`src/rtl/feeder_pkg.sv`:
```
// Shared definitions for the feeder dispense controller and the countdown timer:
// FSM state encoding, portion width, default cycle constants and counter helpers.
package feeder_pkg;

    typedef logic [1:0] state_t;

    localparam state_t IDLE   = 2'd0;
    localparam state_t RUN    = 2'd1;
    localparam state_t SETTLE = 2'd2;
    localparam state_t FAULT  = 2'd3;

    localparam int PORTION_W = 3;

    localparam logic [31:0]          DEF_TIMEOUT_CYCLES  = 32'd250_000_000;
    localparam logic [31:0]          DEF_SETTLE_CYCLES   = 32'd25_000_000;
    localparam logic [31:0]          DEF_DEBOUNCE_CYCLES = 32'd500_000;
    localparam logic [PORTION_W-1:0] DEF_INIT_PORTIONS   = 3'd7;

    // True on the last cycle of a LIMIT-cycle interval; a zero limit expires at once.
    function automatic logic count_done(input logic [31:0] cnt, input logic [31:0] limit);
        return ({1'b0, cnt} + 33'd1) >= {1'b0, limit};
    endfunction

    function automatic logic [31:0] sat_inc(input logic [31:0] cnt);
        return (cnt == '1) ? cnt : cnt + 32'd1;
    endfunction

endpackage

```
`src/rtl/feeder_dispense_ctrl_if.sv`:
```
// Feed-request handshake and status bundle between the countdown timer (master)
// and the dispense controller (slave).
interface feeder_dispense_ctrl_if;
    import feeder_pkg::*;

    // m_req is a level the timer holds high until it sees m_ack; m_ack is a
    // one-cycle pulse; motor_on, sensor_on and portions are registered status.
    logic                 m_req;
    logic                 m_ack;
    logic                 motor_on;
    logic                 sensor_on;
    logic [PORTION_W-1:0] portions;

    modport master (output m_req, input m_ack, motor_on, sensor_on, portions);
    modport slave  (input m_req, output m_ack, motor_on, sensor_on, portions);

endinterface

```
`src/rtl/sensor_conditioner.sv`:
```
// Two-flop synchronizer for the raw portion sensor, with an optional debounce
// stage compiled in by FEEDER_DISPENSE_DEBOUNCE_EN.
module sensor_conditioner
    import feeder_pkg::*;
#(
    parameter logic [31:0] DEBOUNCE_CYCLES = DEF_DEBOUNCE_CYCLES
) (
    input  logic clk,
    input  logic rst_n,
    input  logic raw_in,
    output logic level_out,
    output logic rise_pulse
);

    logic sync_a;
    logic next_level;

    always_ff @(posedge clk or negedge rst_n) begin
        if (!rst_n) sync_a <= 1'b0;
        else        sync_a <= raw_in;
    end

`ifdef FEEDER_DISPENSE_DEBOUNCE_EN
    logic        sync_b;
    logic [31:0] db_cnt;

    // Counts consecutive samples that disagree with the current level.
    always_ff @(posedge clk or negedge rst_n) begin
        if (!rst_n) begin
            sync_b <= 1'b0;
            db_cnt <= '0;
        end else begin
            sync_b <= sync_a;
            if (sync_b == level_out || count_done(db_cnt, DEBOUNCE_CYCLES)) db_cnt <= '0;
            else                                                             db_cnt <= db_cnt + 32'd1;
        end
    end

    assign next_level = (sync_b != level_out && count_done(db_cnt, DEBOUNCE_CYCLES)) ? sync_b
                                                                                     : level_out;
`else
    logic unused_debounce;
    assign unused_debounce = ^DEBOUNCE_CYCLES;
    // level_out itself is the second synchronizer flop here.
    assign next_level = sync_a;
`endif

    always_ff @(posedge clk or negedge rst_n) begin
        if (!rst_n) begin
            level_out  <= 1'b0;
            rise_pulse <= 1'b0;
        end else begin
            level_out  <= next_level;
            rise_pulse <= next_level & ~level_out;
        end
    end

endmodule

```
`src/rtl/feeder_dispense_ctrl.sv`:
```
// Dispense controller answering the timer's feed request: runs the motor until a
// portion drop or timeout. Debounce option: FEEDER_DISPENSE_DEBOUNCE_EN.
module feeder_dispense_ctrl
    import feeder_pkg::*;
#(
    parameter logic [31:0]          TIMEOUT_CYCLES  = DEF_TIMEOUT_CYCLES,
    parameter logic [31:0]          SETTLE_CYCLES   = DEF_SETTLE_CYCLES,
    parameter logic [31:0]          DEBOUNCE_CYCLES = DEF_DEBOUNCE_CYCLES,
    parameter logic [PORTION_W-1:0] INIT_PORTIONS   = DEF_INIT_PORTIONS
) (
    input  logic                         clk,
    input  logic                         rst_n,
    feeder_dispense_ctrl_if.slave        bus,
    input  logic                         sensor_in,
    input  logic                         refill,
    input  logic                         fault_clr,
    output logic                         motor_en,
    output logic                         empty,
    output logic                         fault,
    output state_t                       state_dbg
);

    state_t               state;
    logic [31:0]          cnt;
    logic                 ack_r;
    logic [PORTION_W-1:0] portions_r;
    logic                 sens_level;
    logic                 sens_rise;

    sensor_conditioner #(
        .DEBOUNCE_CYCLES (DEBOUNCE_CYCLES)
    ) u_sensor (
        .clk        (clk),
        .rst_n      (rst_n),
        .raw_in     (sensor_in),
        .level_out  (sens_level),
        .rise_pulse (sens_rise)
    );

    always_ff @(posedge clk or negedge rst_n) begin
        if (!rst_n) begin
            state      <= IDLE;
            cnt        <= '0;
            ack_r      <= 1'b0;
            motor_en   <= 1'b0;
            fault      <= 1'b0;
            portions_r <= INIT_PORTIONS;
        end else begin
            ack_r <= 1'b0;
            case (state)
                IDLE: begin
                    if (bus.m_req) begin
                        ack_r <= 1'b1;
                        if (portions_r != '0) begin
                            motor_en <= 1'b1;
                            cnt      <= '0;
                            state    <= RUN;
                        end
                    end
                end
                RUN: begin
                    // A sensor edge outranks a timeout landing in the same cycle.
                    if (sens_rise) begin
                        motor_en <= 1'b0;
                        if (portions_r != '0) portions_r <= portions_r - 1'b1;
                        cnt   <= '0;
                        state <= SETTLE;
                    end else if (count_done(cnt, TIMEOUT_CYCLES)) begin
                        motor_en <= 1'b0;
                        fault    <= 1'b1;
                        state    <= FAULT;
                    end else begin
                        cnt <= sat_inc(cnt);
                    end
                end
                SETTLE: begin
                    if (count_done(cnt, SETTLE_CYCLES)) state <= IDLE;
                    else                                cnt   <= sat_inc(cnt);
                end
                FAULT: begin
                    if (fault_clr) begin
                        fault <= 1'b0;
                        state <= IDLE;
                    end
                end
                default: state <= IDLE;
            endcase
            if (refill) portions_r <= INIT_PORTIONS;
        end
    end

    assign bus.m_ack     = ack_r;
    assign bus.motor_on  = motor_en;
    assign bus.sensor_on = sens_level;
    assign bus.portions  = portions_r;
    assign empty         = (portions_r == '0);
    assign state_dbg     = state;

endmodule

```
`src/flat_wrapper.sv`:
```
// flat-port wrapper written by rule: the top's interface ports become plain ports
module feeder_dispense_ctrl_flat import feeder_pkg::*;
#(
    parameter logic [31:0]          TIMEOUT_CYCLES  = DEF_TIMEOUT_CYCLES,
    parameter logic [31:0]          SETTLE_CYCLES   = DEF_SETTLE_CYCLES,
    parameter logic [31:0]          DEBOUNCE_CYCLES = DEF_DEBOUNCE_CYCLES,
    parameter logic [PORTION_W-1:0] INIT_PORTIONS   = DEF_INIT_PORTIONS
)
  (clk, rst_n, sensor_in, refill, fault_clr, motor_en, empty, fault, state_dbg, bus_m_req, bus_m_ack, bus_motor_on, bus_sensor_on, bus_portions);
  feeder_dispense_ctrl_if bus_i ();
  input  logic clk;
  input  logic rst_n;
  input  logic sensor_in;
  input  logic refill;
  input  logic fault_clr;
  output logic motor_en;
  output logic empty;
  output logic fault;
  output state_t state_dbg;
  input wire logic [$bits(bus_i.m_req)-1:0] bus_m_req;
  output wire logic [$bits(bus_i.m_ack)-1:0] bus_m_ack;
  output wire logic [$bits(bus_i.motor_on)-1:0] bus_motor_on;
  output wire logic [$bits(bus_i.sensor_on)-1:0] bus_sensor_on;
  output wire logic [$bits(bus_i.portions)-1:0] bus_portions;
  assign bus_i.m_req = bus_m_req;
  assign bus_m_ack = bus_i.m_ack;
  assign bus_motor_on = bus_i.motor_on;
  assign bus_sensor_on = bus_i.sensor_on;
  assign bus_portions = bus_i.portions;
  feeder_dispense_ctrl #(.TIMEOUT_CYCLES(TIMEOUT_CYCLES), .SETTLE_CYCLES(SETTLE_CYCLES), .DEBOUNCE_CYCLES(DEBOUNCE_CYCLES), .INIT_PORTIONS(INIT_PORTIONS)) u_core (.clk(clk), .rst_n(rst_n), .bus(bus_i), .sensor_in(sensor_in), .refill(refill), .fault_clr(fault_clr), .motor_en(motor_en), .empty(empty), .fault(fault), .state_dbg(state_dbg));
endmodule
```
`config.mk`:
```
export PLATFORM = sky130hd
export DESIGN_NAME = feeder_dispense_ctrl_flat
export DESIGN_NICKNAME = d
export VERILOG_FILES = /design/src/rtl/feeder_pkg.sv /design/src/rtl/feeder_dispense_ctrl_if.sv /design/src/rtl/sensor_conditioner.sv /design/src/rtl/feeder_dispense_ctrl.sv /design/src/flat_wrapper.sv
export SDC_FILE = /design/constraint.sdc
export NUM_CORES = 1
export LEC_CHECK = 0
export BUFFER_PORTS_ARGS = -buffer_cell sky130_fd_sc_hd__buf_4
export CORE_MARGIN = 2
export CORE_UTILIZATION = 30
export CTS_BUF_LIST = sky130_fd_sc_hd__clkbuf_4 sky130_fd_sc_hd__clkbuf_8
export DETAILED_ROUTE_END_ITERATION = 12
export HOLD_SLACK_MARGIN = 0.03
export SYNTH_ARGS = -nofsm -noshare
export SYNTH_HDL_FRONTEND = slang
export SYNTH_HIERARCHICAL = 1
export SYNTH_SLANG_ARGS = --single-unit
```
`constraint.sdc`:
```
create_clock -name clk -period 4.3 [get_ports clk]
set_input_delay 0.215 -clock clk [delete_from_list [all_inputs] [get_ports clk]]
set_output_delay 0.215 -clock clk [all_outputs]
set_load 0.02 [all_outputs]
```
==> results, run 1 <==
- The flow ran to the end, and the final reports show no timing, DRC or antenna violations.
- The minimum setup slack in the final design is 0.420 ns.
- The final number of setup-violating endpoints is 0.
- The number of pins exceeding their max-slew limit in the final report was 0.
- The detailed router finished its first iteration with 359 violations.
- Summed over all instances, the cell type with the most area after synthesis is sky130_fd_sc_hd__dfrtp_1.
- The number of detailed-route iterations in the first pass is 4.
- Post-CTS repair changed the size of 0 cells.
- The number of cells in the design after placement is 524.
- The reg-to-reg endpoint is u_core/cnt[19]$_DFFE_PN0P_.
- The fraction of final layout cells with drive strength greater than 1 is 0.114.
- The final core area utilization is 0.338.
- The synthesized net count is 407.
- The die extent in y is 109 um.
- The number of antenna violations at the first check in global routing is 0.
- TritonCTS built the clock tree.
- Across every metal layer, demand over resource in global routing totals 0.161.
- The global-route wire length before repair is 15.2 mm.
- The critical path endpoint is u_core/cnt[19]$_DFFE_PN0P_.
- The most frequent cell after synthesis is sky130_fd_sc_hd__dfrtp_1.
- The most critical setup path has its startpoint at u_core/cnt[8]$_DFFE_PN0P_.
- The peak supply drop is 0.218 mV.
- The total buffers and inverters traversed by the critical path is 0.
- The clock insertion delay at the later pin of the skew report is 0.31 ns.
- The final layout contains routed wiring with a total length of 9.01 mm.
- The initial utilization of the core area, before any placement, comes to 0.306.
- At the worst endpoint, the arrival time is 4.09 ns.
- Setup repair after global routing left no endpoint under its margin.
- The cell with the biggest individual delay on the critical path is sky130_fd_sc_hd__or4_4.
- The nature of the critical path endpoint is a flop.
- Dividing the detail-routed via count by the number of cells gives 5.79.
- At the worst endpoint, the required time is 4.51 ns.
- The cell area that synthesis handed to floorplanning was 3300 sq um.
- For the pin with the worst max-slew slack, the measured transition is 1.21 ns.
- Counting cells, the worst reg-to-reg path comes to 9.
- The fraction of registers with async set or reset after synthesis is 1.00.
- Dividing total power by cell area gives a power density of 384 nW/um^2.
- Clock skew on the completed layout was measured at 0.00958 ns.
- The floorplan has 38 rows.
- The highest clock rate is 258 MHz.
- Clock tree synthesis selected as its root buffer the cell sky130_fd_sc_hd__clkbuf_8.
- The beginning of the worst register-to-register path is u_core/cnt[8]$_DFFE_PN0P_.
- Across all register-to-register paths, the minimum setup slack is 0.42 ns.
- Clock-pin slew was measured on the worst setup and hold paths at 0.09 ns.
- The area share of the largest cell type after synthesis is 0.303.
- Hold is met by 0.121 ns.
- The number of enable flip-flop cells after synthesis is 0.
- In this run the cell area measured after placement is 3520 sq um.
- Subtracting the final worst setup slack from the clock period gives 3.88 ns.
- The total inserted antenna cells is 0.
- For this run, design rule violations remaining after detail routing come to 0.
- The die outline width is 109 um.
- For this run, the slowest stage of the critical path takes 0.64 ns.
- After legalization and detailed placement, the total HPWL measured 6.08 mm.
- The number of global-route vias before repair came to 2987.
- The critical path's top delay family is simple AND/OR/NAND/NOR gates.
- The total area inside the core boundary comes to 10800 sq um.
- The final number of hold-violating endpoints is 0.
- The weighted congestion reported at the end of routability-driven placement is 0.980.
- The longest clock path from root to sink contains 2 buffers.
- The number of levels in the clock H-tree is 2.
- Walking the worst path, the cells encountered are nand4_1 -> or4_4 -> or4_1 -> xor2_1 -> o2111ai_1 -> a2111oi_2 -> o21ai_2 -> or3_1 -> o31ai_1.
- In this run the static leakage power is 1.47 nW.
- Ranked by instance count, the synthesized netlist is headed by 40 x sky130_fd_sc_hd__dfrtp_1, 38 x sky130_fd_sc_hd__o31ai_1, 22 x sky130_fd_sc_hd__clkbuf_1, 22 x sky130_fd_sc_hd__nand2_1, 20 x sky130_fd_sc_hd__nor2_1.
- The kind of critical path is reg -> reg.
- The count of cells in the finished layout, fillers not included, comes to 534.
- Prior to clock tree synthesis, the placed netlist has a worst setup slack of 0.504 ns.
- The Yosys warning count is 6.
- The share of the Yosys chip area taken by registers is 0.327.
- The detail route stage leaves a number of antenna-violating nets equal to 0.
- Across the run, the number of max-cap violations was 0.
- The cell count after synthesis is 392.
- The sum of overflow across all layers after global routing is 0.
- Counting flops and latches in the post-synthesis netlist gives 43.
- The hold-critical path depth is 2.
- Post-CTS timing repair inserted 0 buffers for setup.
- The maximum fanout along the worst path is 15.
- The final worst-path cycle share is 0.902.
- The worst pin sits at a relative slew slack of 0.186.
- In this run the count of I/O pins placed on the die edge is 17.
- The worst hold path class is in -> reg.
- The startpoint type of the worst setup path is a flop.
- The count of buffers added on input and output ports is 16.
- The detail-routed net length per standard cell is 16.9 um.
- The distinct cell type count after synthesis is 58.
- The flip-flop cell with the highest count after synthesis is sky130_fd_sc_hd__dfrtp_1.
- The total design power is 1.40 mW.
- The average instance in the mapped netlist occupies 8.42 sq um.
- The maximum number of pins on one net before global-route repair is 44.
- Relative to the synthesized area, the layout overhead comes to 10.6%.
- The CTS buffer count is 5.
- By area the synthesized netlist is led by sky130_fd_sc_hd__dfrtp_1 30%, sky130_fd_sc_hd__o31ai_1 8.6%, sky130_fd_sc_hd__nand4_1 3.6%.
- The clock sink count is 43.
- Adding up every negative setup slack in the final design gives 0 ns.
- The die covers 11900 sq um.
- Across all layers, the routed design uses 3091 vias.
- Buffers inserted to repair hold after CTS numbered 2.
- At the end of the flow, the number of nets in the layout was 408.
- The path length in cells of the critical path is 9.
- The finished layout cell area is 3650 sq um.
[cell families (layout without fill, tap and decap cells)]
family                     Yosys count  in the layout  share of synthesized area
AOI/OAI and AO/OA                  119            119                      0.251
xor gates and xnor gates            16             16                     0.0425
adders and majority gates            9              9                     0.0341
buffers and inverters               48             50                     0.0614
DFF                                 43             43                      0.327
muxes                                4              4                     0.0121
and+or+nand+nor                    153            153                      0.271
[cells in the final DEF, fill, tap and decap left out, types with 12 or more instances in the layout]
| master | instances |
|---|---|
| sky130_fd_sc_hd__o21ai_1 | 13 |
| sky130_fd_sc_hd__nand3_1 | 17 |
| sky130_fd_sc_hd__xnor2_1 | 12 |
| sky130_fd_sc_hd__nor2_1 | 20 |
| sky130_fd_sc_hd__nand2_1 | 22 |
| sky130_fd_sc_hd__o31ai_1 | 38 |
| sky130_fd_sc_hd__a21oi_1 | 14 |
| sky130_fd_sc_hd__buf_4 | 25 |
| sky130_fd_sc_hd__inv_1 | 15 |
| sky130_fd_sc_hd__nand4_1 | 19 |
| sky130_fd_sc_hd__dfrtp_1 | 40 |
| sky130_fd_sc_hd__a31oi_1 | 12 |
[worst min-delay path by stage]
stage,from,slack [ns],endpoint
after floorplan,rst_n,-0.08,u_core/bus.m_ack$_DFF_PN0_
after global placement,rst_n,0.26,u_core/cnt[14]$_DFFE_PN0P_
after detailed placement,rst_n,0.26,u_core/cnt[12]$_DFFE_PN0P_
after CTS,refill,0.11,u_core/bus.portions[1]$_DFFE_PN1P_
after global routing,refill,0.10,u_core/bus.portions[1]$_DFFE_PN1P_
final,refill,0.12,u_core/bus.portions[1]$_DFFE_PN1P_
[routing by layer]
layer | global-route usage | share of wire | vias to the layer above | routed length [um]
met1 | 0.225 | 0.48 | 1482 | 4310
met5 | 0 | 0 | - | 0
met4 | 0.0742 | 0.027 | 0 | 242
li1 | - | - | 1494 | -
met3 | 0.0293 | 0.050 | 22 | 448
met2 | 0.239 | 0.44 | 93 | 4010
[power breakdown]
part | internal [mW] | switching (mW) | total [mW]
Combinational | 0.195 | 0.412 | 0.607
Clock | 0.173 | 0.156 | 0.329
Sequential | 0.438 | 0.0284 | 0.467
[final cells by class]
class                   instances  area, sq um
fillers                      1103         7140
clock buffers                   5         68.8
clock inverters                 3         43.8
multi-input cells             301         2020
flip-flops and latches         43         1080
repair buffers                 27          208
well taps                     140          175
inverters                      15         56.3
[registers in the layout, summed over array words and instances (netlist names)]
| name | cells |
|---|---|
| u_core/u_sensor/rise_pulse | 1 |
| u_core/state_dbg | 2 |
| u_core/bus.motor_on | 1 |
| u_core/cnt | 32 |
| u_core/fault | 1 |
| u_core/u_sensor/level_out | 1 |
| u_core/bus.portions | 3 |
| u_core/bus.m_ack | 1 |
| u_core/u_sensor/next_level | 1 |
Note: power is estimated with default switching activity, not from simulation.
==> inputs of run 2 (changes only) <==
Settings changed: ABC_AREA set to 1.
==> run 2 against run 1 <==
Register-to-register slack improved by 0.73 ns. Critical path type unchanged. Largest power group is now sequential cells. Cell count increased by 34%. Critical path depth increased by 7.
==> results, run 2 <==
- The flow ran to the end, and the final reports show no timing, DRC or antenna violations.
- The die extent in y is 112 um.
- The number of design rule violations left after detail routing is 0.
- The total buffers and inverters traversed by the critical path is 1.
- The CTS buffer count is 5.
- Max-cap violations in this run came to 0.
- The net switching component of the power is 0.495 mW.
- In the global route stage, overall resource usage came out at 0.153.
- The startpoint type of the worst setup path is a flop.
- The clock share of power is 0.225.
- Synthesis handed over a netlist of 559 instances.
- Among all flip-flop cells after synthesis, the most frequent one is sky130_fd_sc_hd__dfrtp_1.
- The core region is 11400 sq um.
- The clock arrives with 0.00638 ns of skew.
- The fraction of final layout cells with drive strength greater than 1 is 0.103.
- The clock insertion delay at the later pin of the skew report is 0.30 ns.
- The final number of hold-violating endpoints is 0.
- For the finished layout, the period the worst path requires is 3.15 ns.
- The number of nets in the final layout is 588.
- The signed area change from the synthesized netlist to the final layout is 9.34%.
- The register with the most flip-flops in the layout has 32 of them.
- Of the total power, the share spent switching nets is 0.421.
- The number of cells in the design after placement is 707.
- The portion of total power attributed to sequential cells is 0.390.
- The hold slack is 0.112 ns.
- The total inserted antenna cells is 0.
- After the first detailed-routing iteration, the DRC count stood at 221.
- Leaving out fill and tap cells, the most frequent cells in the layout are 225 x sky130_fd_sc_hd__nand2_1, 69 x sky130_fd_sc_hd__nor2_1, 52 x sky130_fd_sc_hd__inv_1.
- Summing all placed instances gives a cell area of 3710 sq um.
- The peak supply drop is 0.199 mV.
- By area the synthesized netlist is led by sky130_fd_sc_hd__dfrtp_1 29%, sky130_fd_sc_hd__nand2_1 24%, sky130_fd_sc_hd__nor2_1 7.4%.
- For this design, the sink count on the clock tree is 43.
- Setup repair after global routing left no endpoint under its margin.
- In this run the power density over the cells is 308 nW/um^2.
- The maximum fanout along the worst path is 29.
- Counting flops and latches in the post-synthesis netlist gives 43.
- The kind of cell with the highest combined delay along the critical path is simple AND/OR/NAND/NOR gates.
- Detailed placement ended at an HPWL of 7.09 mm.
- In the finished design, the share of the clock period the worst path needs comes to 0.733.
- The distinct cell type count after synthesis is 32.
- After floorplanning, the core was divided into 39 placement rows.
- The initial core utilization is 0.306.
- STA classifies the critical path endpoint as a flop.
- The routed layout has 3473 vias.
- In the final timing run, aggregate negative setup slack is 0 ns.
- CTS placed an instance of sky130_fd_sc_hd__clkbuf_8 at the clock tree root.
- The fraction of registers with async set or reset after synthesis is 1.00.
- The number of pins exceeding their max-slew limit in the final report was 0.
- The first TritonRoute pass finished after 5 iterations.
- Walking the worst path, the cells encountered are ha_1 -> nand2_1 -> nor2_4 -> nand2_4 -> nor2_8 -> nand2_1 -> nand3_1 -> nor2_2 -> nand2_1 -> nor2_1 -> nand2_1 -> nand2_1 -> nand2_1 -> nand2_2 -> inv_1 -> nor2_1.
- The number of antenna violations at the first check in global routing was 0.
- The congestion estimate from routability-driven global placement came to 0.974.
- The netlist area before placement is 3500 sq um.
- The number of enable flip-flop cells after synthesis is 0.
- At the worst endpoint, the arrival time is 3.37 ns.
- The leakage power total is 1.85 nW.
- The worst hold path class is in -> reg.
- The largest total area in the synthesized netlist belongs to sky130_fd_sc_hd__dfrtp_1.
- At the pin with the least slew margin, the transition time is 1.16 ns.
- The slowest stage of the critical path belongs to the cell sky130_fd_sc_hd__dfrtp_1.
- The die is 112 um wide.
- The count of nets left with antenna violations once routing finished came out at 0.
- The worst setup path is of the reg -> reg kind.
- Power comes to 1.18 mW.
- The sum of overflow across all layers after global routing is 0.
- The H-tree generated during clock tree synthesis spans 2 levels.
- The Yosys warning count is 6.
- The synthesized net count is 574.
- The critical path required time is 4.52 ns.
- The final standard cell count with taps included and fillers excluded is 717.
- The cell that appears most often on the critical path is sky130_fd_sc_hd__nand2_1.
- Static timing analysis puts the maximum clock frequency at 317 MHz.
- The final number of setup-violating endpoints is 0.
- The final core area utilization is 0.335.
- At the placement stage, the worst setup path has a slack of 1.20 ns.
- Dividing the detail-routed via count by the number of cells gives 4.84.
- Counting instances in the post-synthesis netlist gives the leading cell types as 225 x sky130_fd_sc_hd__nand2_1, 69 x sky130_fd_sc_hd__nor2_1, 52 x sky130_fd_sc_hd__inv_1, 48 x sky130_fd_sc_hd__nand3_1, 40 x sky130_fd_sc_hd__dfrtp_1.
- The area share of the largest cell type after synthesis is 0.286.
- The finished layout cell area is 3820 sq um.
- The number of global-route vias before repair came to 3304.
- Counting the fill cells in the layout gives 1286.
- The most common cell in the synthesized netlist is sky130_fd_sc_hd__nand2_1.
- In this run the tightest slew margin relative to its limit is 0.226.
- u_core/cnt holds more flip-flops than any other register.
- TritonCTS built the clock tree.
- During placement, the flow inserted port buffers numbering 16.
- The total of cells resized after clock tree synthesis is 0.
- After detailed routing, the average wire length per cell comes to 13.1 um.
- The first global-routing pass estimated 15.9 mm of wire.
- The share of total power dissipated in combinational logic is 0.385.
- The clock-pin slew on the worst setup and hold paths is 0.09 ns.
- Internal power comes to 0.681 mW.
- The die covers 12500 sq um.
- The maximum number of pins on one net before global-route repair is 44.
- For this run, the slowest stage of the critical path takes 0.46 ns.
- The synthesized area divided by synthesized cell count is 6.25 sq um.
- For this design the top-level I/O count stands at 17.
- The most frequent standard cell in the layout excluding fill and tap cells is sky130_fd_sc_hd__nand2_1.
- No sink is reached through more buffers than the 2 on the longest clock path.
- The minimum setup slack in the final design is 1.15 ns.
- For this block, the routed nets add up to 9.41 mm of wire.
- The portion of the post-synthesis area used by sequential elements is 0.309.
run 2: cell count changes after synthesis, sizes merged, moves of 9 or more:
cell    delta
nor4      -11
nand3b    +16
nand2b    -10
nand3     +31
and3       -9
xnor2      -9
o31ai     -38
nor2      +65
and2       -9
clkbuf    -18
inv       +40
nand4     -15
nand2    +209
run 2: what timing repair did:
action | 4_1_cts | 5_1_grt
setup endpoints to repair | 0 | 0
hold endpoints to repair | 41 | 0
setup buffers | 0 | 0
hold buffers | 2 | 0
run 2: logic make-up after synthesis:
| logic type | Yosys count | share of synthesized area |
|---|---|---|
| xor gates and xnor gates | 6 | 0.0150 |
| DFF | 43 | 0.309 |
| and+or+nand+nor | 392 | 0.490 |
| AOI/OAI and AO/OA | 40 | 0.0648 |
| buffers and inverters | 69 | 0.0888 |
| adders and majority gates | 9 | 0.0322 |
run 2: path summary, 6_finish.rpt:
kind                                                             to                            startpoint  slack (ns)  depth (start not counted)
worst max-delay path                     u_core/cnt[29]$_DFFE_PN0P_             u_core/cnt[0]$_DFFE_PN0P_        1.15                         16
worst min-delay path                     u_core/bus.m_ack$_DFF_PN0_                             bus_m_req        0.11                          3
worst max register to register           u_core/cnt[29]$_DFFE_PN0P_             u_core/cnt[0]$_DFFE_PN0P_        1.15                         16
worst min register to register  u_core/u_sensor/level_out$_DFF_PN0_  u_core/u_sensor/next_level$_DFF_PN0_        0.39                          0
max in group asynchronous                u_core/cnt[16]$_DFFE_PN0P_                                 rst_n        3.47                          2
min in group asynchronous           u_core/state_dbg[1]$_DFFE_PN0P_                                 rst_n        0.45                          2
run 2: tightest hold or removal path, delay by kind of cell:
family / cells / cell delay [ns]
buffers and inverters: 2 / 0.12
and+or+nand+nor: 1 / 0.04
run 2: power by group through the flow:
stage          sequential, mW  clock, mW  combinational (mW)
4_1_cts                 0.459      0.279               0.452
5_1_grt                 0.465      0.293               0.494
6_report                0.459      0.265               0.452
2_1_floorplan           0.489          0               0.329
3_5_place_dp            0.468          0               0.450
3_3_place_gp            0.465          0               0.447
run 2: layer usage:
metal,vias to the layer above,routed length [um],GRT usage
li1,1768,-,-
met1,1594,4600,0.212
met2,97,4260,0.255
met3,14,438,0.0185
met4,0,118,0.0407
met5,-,0,0
run 2: layout make-up:
| class | instances | area [sq um] | share of cell area |
|---|---|---|---|
| Inverter | 55 | 206 | 0.0540 |
| Timing Repair Buffer | 21 | 163 | 0.0426 |
| Sequential cell | 43 | 1080 | 0.282 |
| Clock inverter | 3 | 20.0 | 0.00524 |
| Multi-Input combinational cell | 447 | 2110 | 0.551 |
| Clock buffer | 5 | 68.8 | 0.0180 |
| Tap cell | 143 | 179 | 0.0468 |
==> inputs of run 3 (changes only) <==
Clock period 4.3 ns to 3.2 ns, I/O delays scaled along.
==> run 3 against run 2 <==
Flip-flop and latch count unchanged. Design area is 1.7% higher. Clock power rose by 69%. Wire length down 1.1%. Power rose by 44%. Critical endpoint is now u_core/cnt[4]$_DFFE_PN0P_. Largest power group is now combinational logic.
==> results, run 3 (synthesized netlist as in run 2, its figures left out) <==
- For this design the ratio of total power to cell area is 436 nW/um^2.
- The post-route setup TNS is 0 ns.
- The ratio of routed vias to standard cells is 4.78.
- The endpoint identified for the worst register-to-register timing path is u_core/cnt[4]$_DFFE_PN0P_.
- In this run the cell area measured after placement is 3740 sq um.
- In this run the remaining antenna-violating nets after routing total 0.
- In this run, the number of DRC markers left after iteration 0 of detailed routing was 181.
- With fillers left out, the area of the finished cells amounts to 3890 sq um.
- In the global route stage, overall resource usage came out at 0.154.
- Setup repair after global routing left no endpoint under its margin.
- In the final layout, flip-flops and latches occupy 1080 sq um.
- The later pin in the worst-skew pair is clocked with a latency of 0.30 ns.
- Summed over all cells, the static leakage comes to 1.90 nW.
- The number of global-route vias before repair is 3317.
- The signed area change from the synthesized netlist to the final layout is 11.2%.
- The clock sink count is 43.
- Of the cells placed in the final design, the portion with a size suffix greater than 1 is 0.109.
- Of the total power, the share spent switching nets is 0.388.
- The net switching component of the power is 0.658 mW.
- In this run the worst hold path is classified as in -> reg.
- The CTS buffer count is 5.
- The share of total power dissipated in the clock network is 0.265.
- The number of antenna diodes in the final layout is 0.
- Counting along the longest clock path gives a buffer depth of 2.
- The kind of critical path is reg -> reg.
- The clock-pin slew on the worst setup and hold paths is 0.09 ns.
- The peak supply drop is 0.287 mV.
- For this configuration, the core starts out at a cell density of 0.306.
- The tree is rooted in a sky130_fd_sc_hd__clkbuf_8.
- The number of levels in the clock H-tree is 2.
- The post-CTS setup buffer count is 0.
- STA classifies the critical path startpoint as a flop.
- The total number of vias is 3446.
- The standard cell core area is 11400 sq um.
- After global routing the overflow that remains totals 0.
- The number of standard-cell rows in the floorplan is 39.
- The number of buffers added on ports is 16.
- The HPWL after detailed placement is 7.07 mm.
- The number of pins exceeding their max-slew limit in the final report was 0.
- The final number of setup-violating endpoints is 0.
- Following the worst setup path forward leads to its endpoint at u_core/cnt[4]$_DFFE_PN0P_.
- Subtracting the final worst setup slack from the clock period gives 2.86 ns.
- The critical path required time is 3.45 ns.
- At the worst endpoint, the arrival time is 3.11 ns.
- The highest clock rate is 350 MHz.
- At the pin with the least slew margin, the transition time is 0.550 ns.
- The die outline width is 112 um.
- The run finished with clean final reports.
- The slack of the worst reg-to-reg path is 0.34 ns.
- Summing all multi-input logic gate instances after layout gives 2110 sq um.
- The overall routed net length is 9.31 mm.
- The number of detailed-route iterations in the first pass is 5.
- The maximum fanout along the worst path is 28.
- The worst register-to-register path begins at u_core/cnt[0]$_DFFE_PN0P_.
- The number of flip-flops in the largest register is 32.
- Dividing the detail-routed wire length by the instance count gives 12.9 um.
- The launching instance or port of the critical path is u_core/cnt[0]$_DFFE_PN0P_.
- TritonCTS built the clock tree.
- Counting flops per register, the top entry is u_core/cnt.
- The max-capacitance violation count is 0.
- Counting cells, the worst reg-to-reg path comes to 18.
- The total design power is 1.69 mW.
- The portion of total power attributed to sequential cells is 0.364.
- The number of design rule violations left after detail routing is 0.
- The number of nets in the final layout is 592.
- The combinational share of power is 0.371.
- The congestion estimate from routability-driven global placement came to 0.983.
- The top-level I/O count is 17.
- The hold slack is 0.0619 ns.
- In the layout the commonest cells are 225 x sky130_fd_sc_hd__nand2_1, 69 x sky130_fd_sc_hd__nor2_1, 52 x sky130_fd_sc_hd__inv_1.
- The die extent in y is 112 um.
- Measured on the finished design, the core utilization comes to 0.340.
- The number of antenna violations at the first check in global routing came to 0.
- The library cell used most frequently in the layout, excluding fill and tap cells, is sky130_fd_sc_hd__nand2_1.
- The nature of the critical path endpoint is a flop.
- The total internal power is 1.04 mW.
- The maximum number of pins on one net before global-route repair is 44.
- The final worst-path cycle share is 0.894.
- The worst slew margin relative to its limit is 0.633.
- The worst-case clock skew is 0.00756 ns.
- The number of inserted filler cells in the final layout is 1285.
- The global-route wire length before repair is 15.9 mm.
- The overall die area is 12500 sq um.
- The final number of hold-violating endpoints was 0.
-- run 3: area by class of cell --
type / instances / area share
Sequential cell: 43 / 0.278
Clock buffer: 6 / 0.0212
Timing Repair Buffer: 25 / 0.0496
Multi-Input combinational cell: 447 / 0.543
Inverter: 55 / 0.0531
Tap cell: 143 / 0.0460
Clock inverter: 2 / 0.00901
-- run 3: power by group through the flow --
stage | Sequential, mW | Clock [mW] | Combinational (mW)
finish | 0.616 | 0.448 | 0.629
global route | 0.624 | 0.491 | 0.698
CTS | 0.616 | 0.465 | 0.627
detailed placement | 0.628 | 0 | 0.620
global placement | 0.625 | 0 | 0.618
floorplan | 0.657 | 0 | 0.442
-- run 3: worst min-delay path by stage --
stage,start,endpoint,cells past startpoint
4_1_cts,bus_m_req,u_core/bus.m_ack$_DFF_PN0_,3
6_report,bus_m_req,u_core/bus.m_ack$_DFF_PN0_,3
3_5_place_dp,rst_n,u_core/u_sensor/level_out$_DFF_PN0_,1
2_1_floorplan,rst_n,u_core/bus.m_ack$_DFF_PN0_,0
3_3_place_gp,rst_n,u_core/u_sensor/level_out$_DFF_PN0_,1
5_1_grt,bus_m_req,u_core/bus.m_ack$_DFF_PN0_,3
-- run 3: stage by stage --
stage,setup WS (ns),std cells
CTS,0.242,721
finish,0.340,721
floorplan,0.858,559
global route,0.0372,721
detailed placement,0.270,711
global placement,0.369,711
-- run 3: layer usage --
metal / up-vias / wire, um / global-route usage
met5: - / 0 / 0
met4: 0 / 102 / 0.0374
met3: 12 / 383 / 0.0234
met2: 88 / 4330 / 0.259
met1: 1557 / 4500 / 0.208
li1: 1789 / - / -
-- run 3: worst max-delay path, cell delays in order (launching register included) --
cell and delay, ns:
sky130_fd_sc_hd__dfrtp_1 0.46, sky130_fd_sc_hd__ha_1 0.24, sky130_fd_sc_hd__nand2_1 0.10, sky130_fd_sc_hd__nor2_4 0.16, sky130_fd_sc_hd__nand2_2 0.10, sky130_fd_sc_hd__nor2_4 0.22
sky130_fd_sc_hd__nand2_1 0.07, sky130_fd_sc_hd__nand2_1 0.06, sky130_fd_sc_hd__nand2_1 0.06, sky130_fd_sc_hd__nand2_1 0.15, sky130_fd_sc_hd__inv_1 0.09, sky130_fd_sc_hd__nand3_1 0.09
sky130_fd_sc_hd__nor2_1 0.05, sky130_fd_sc_hd__nand2_1 0.11, sky130_fd_sc_hd__nand2_1 0.08, sky130_fd_sc_hd__a21oi_2 0.19, sky130_fd_sc_hd__buf_4 0.35, sky130_fd_sc_hd__nand3_1 0.12
sky130_fd_sc_hd__nand2_1 0.09
-- run 3: timing repair --
| item | in CTS | in global routing |
|---|---|---|
| setup endpoints to repair | 0 | 16 |
| endpoints found under the hold margin | 41 | 0 |
| hold buffers | 2 | 0 |
| resized for setup | 0 | 1 |
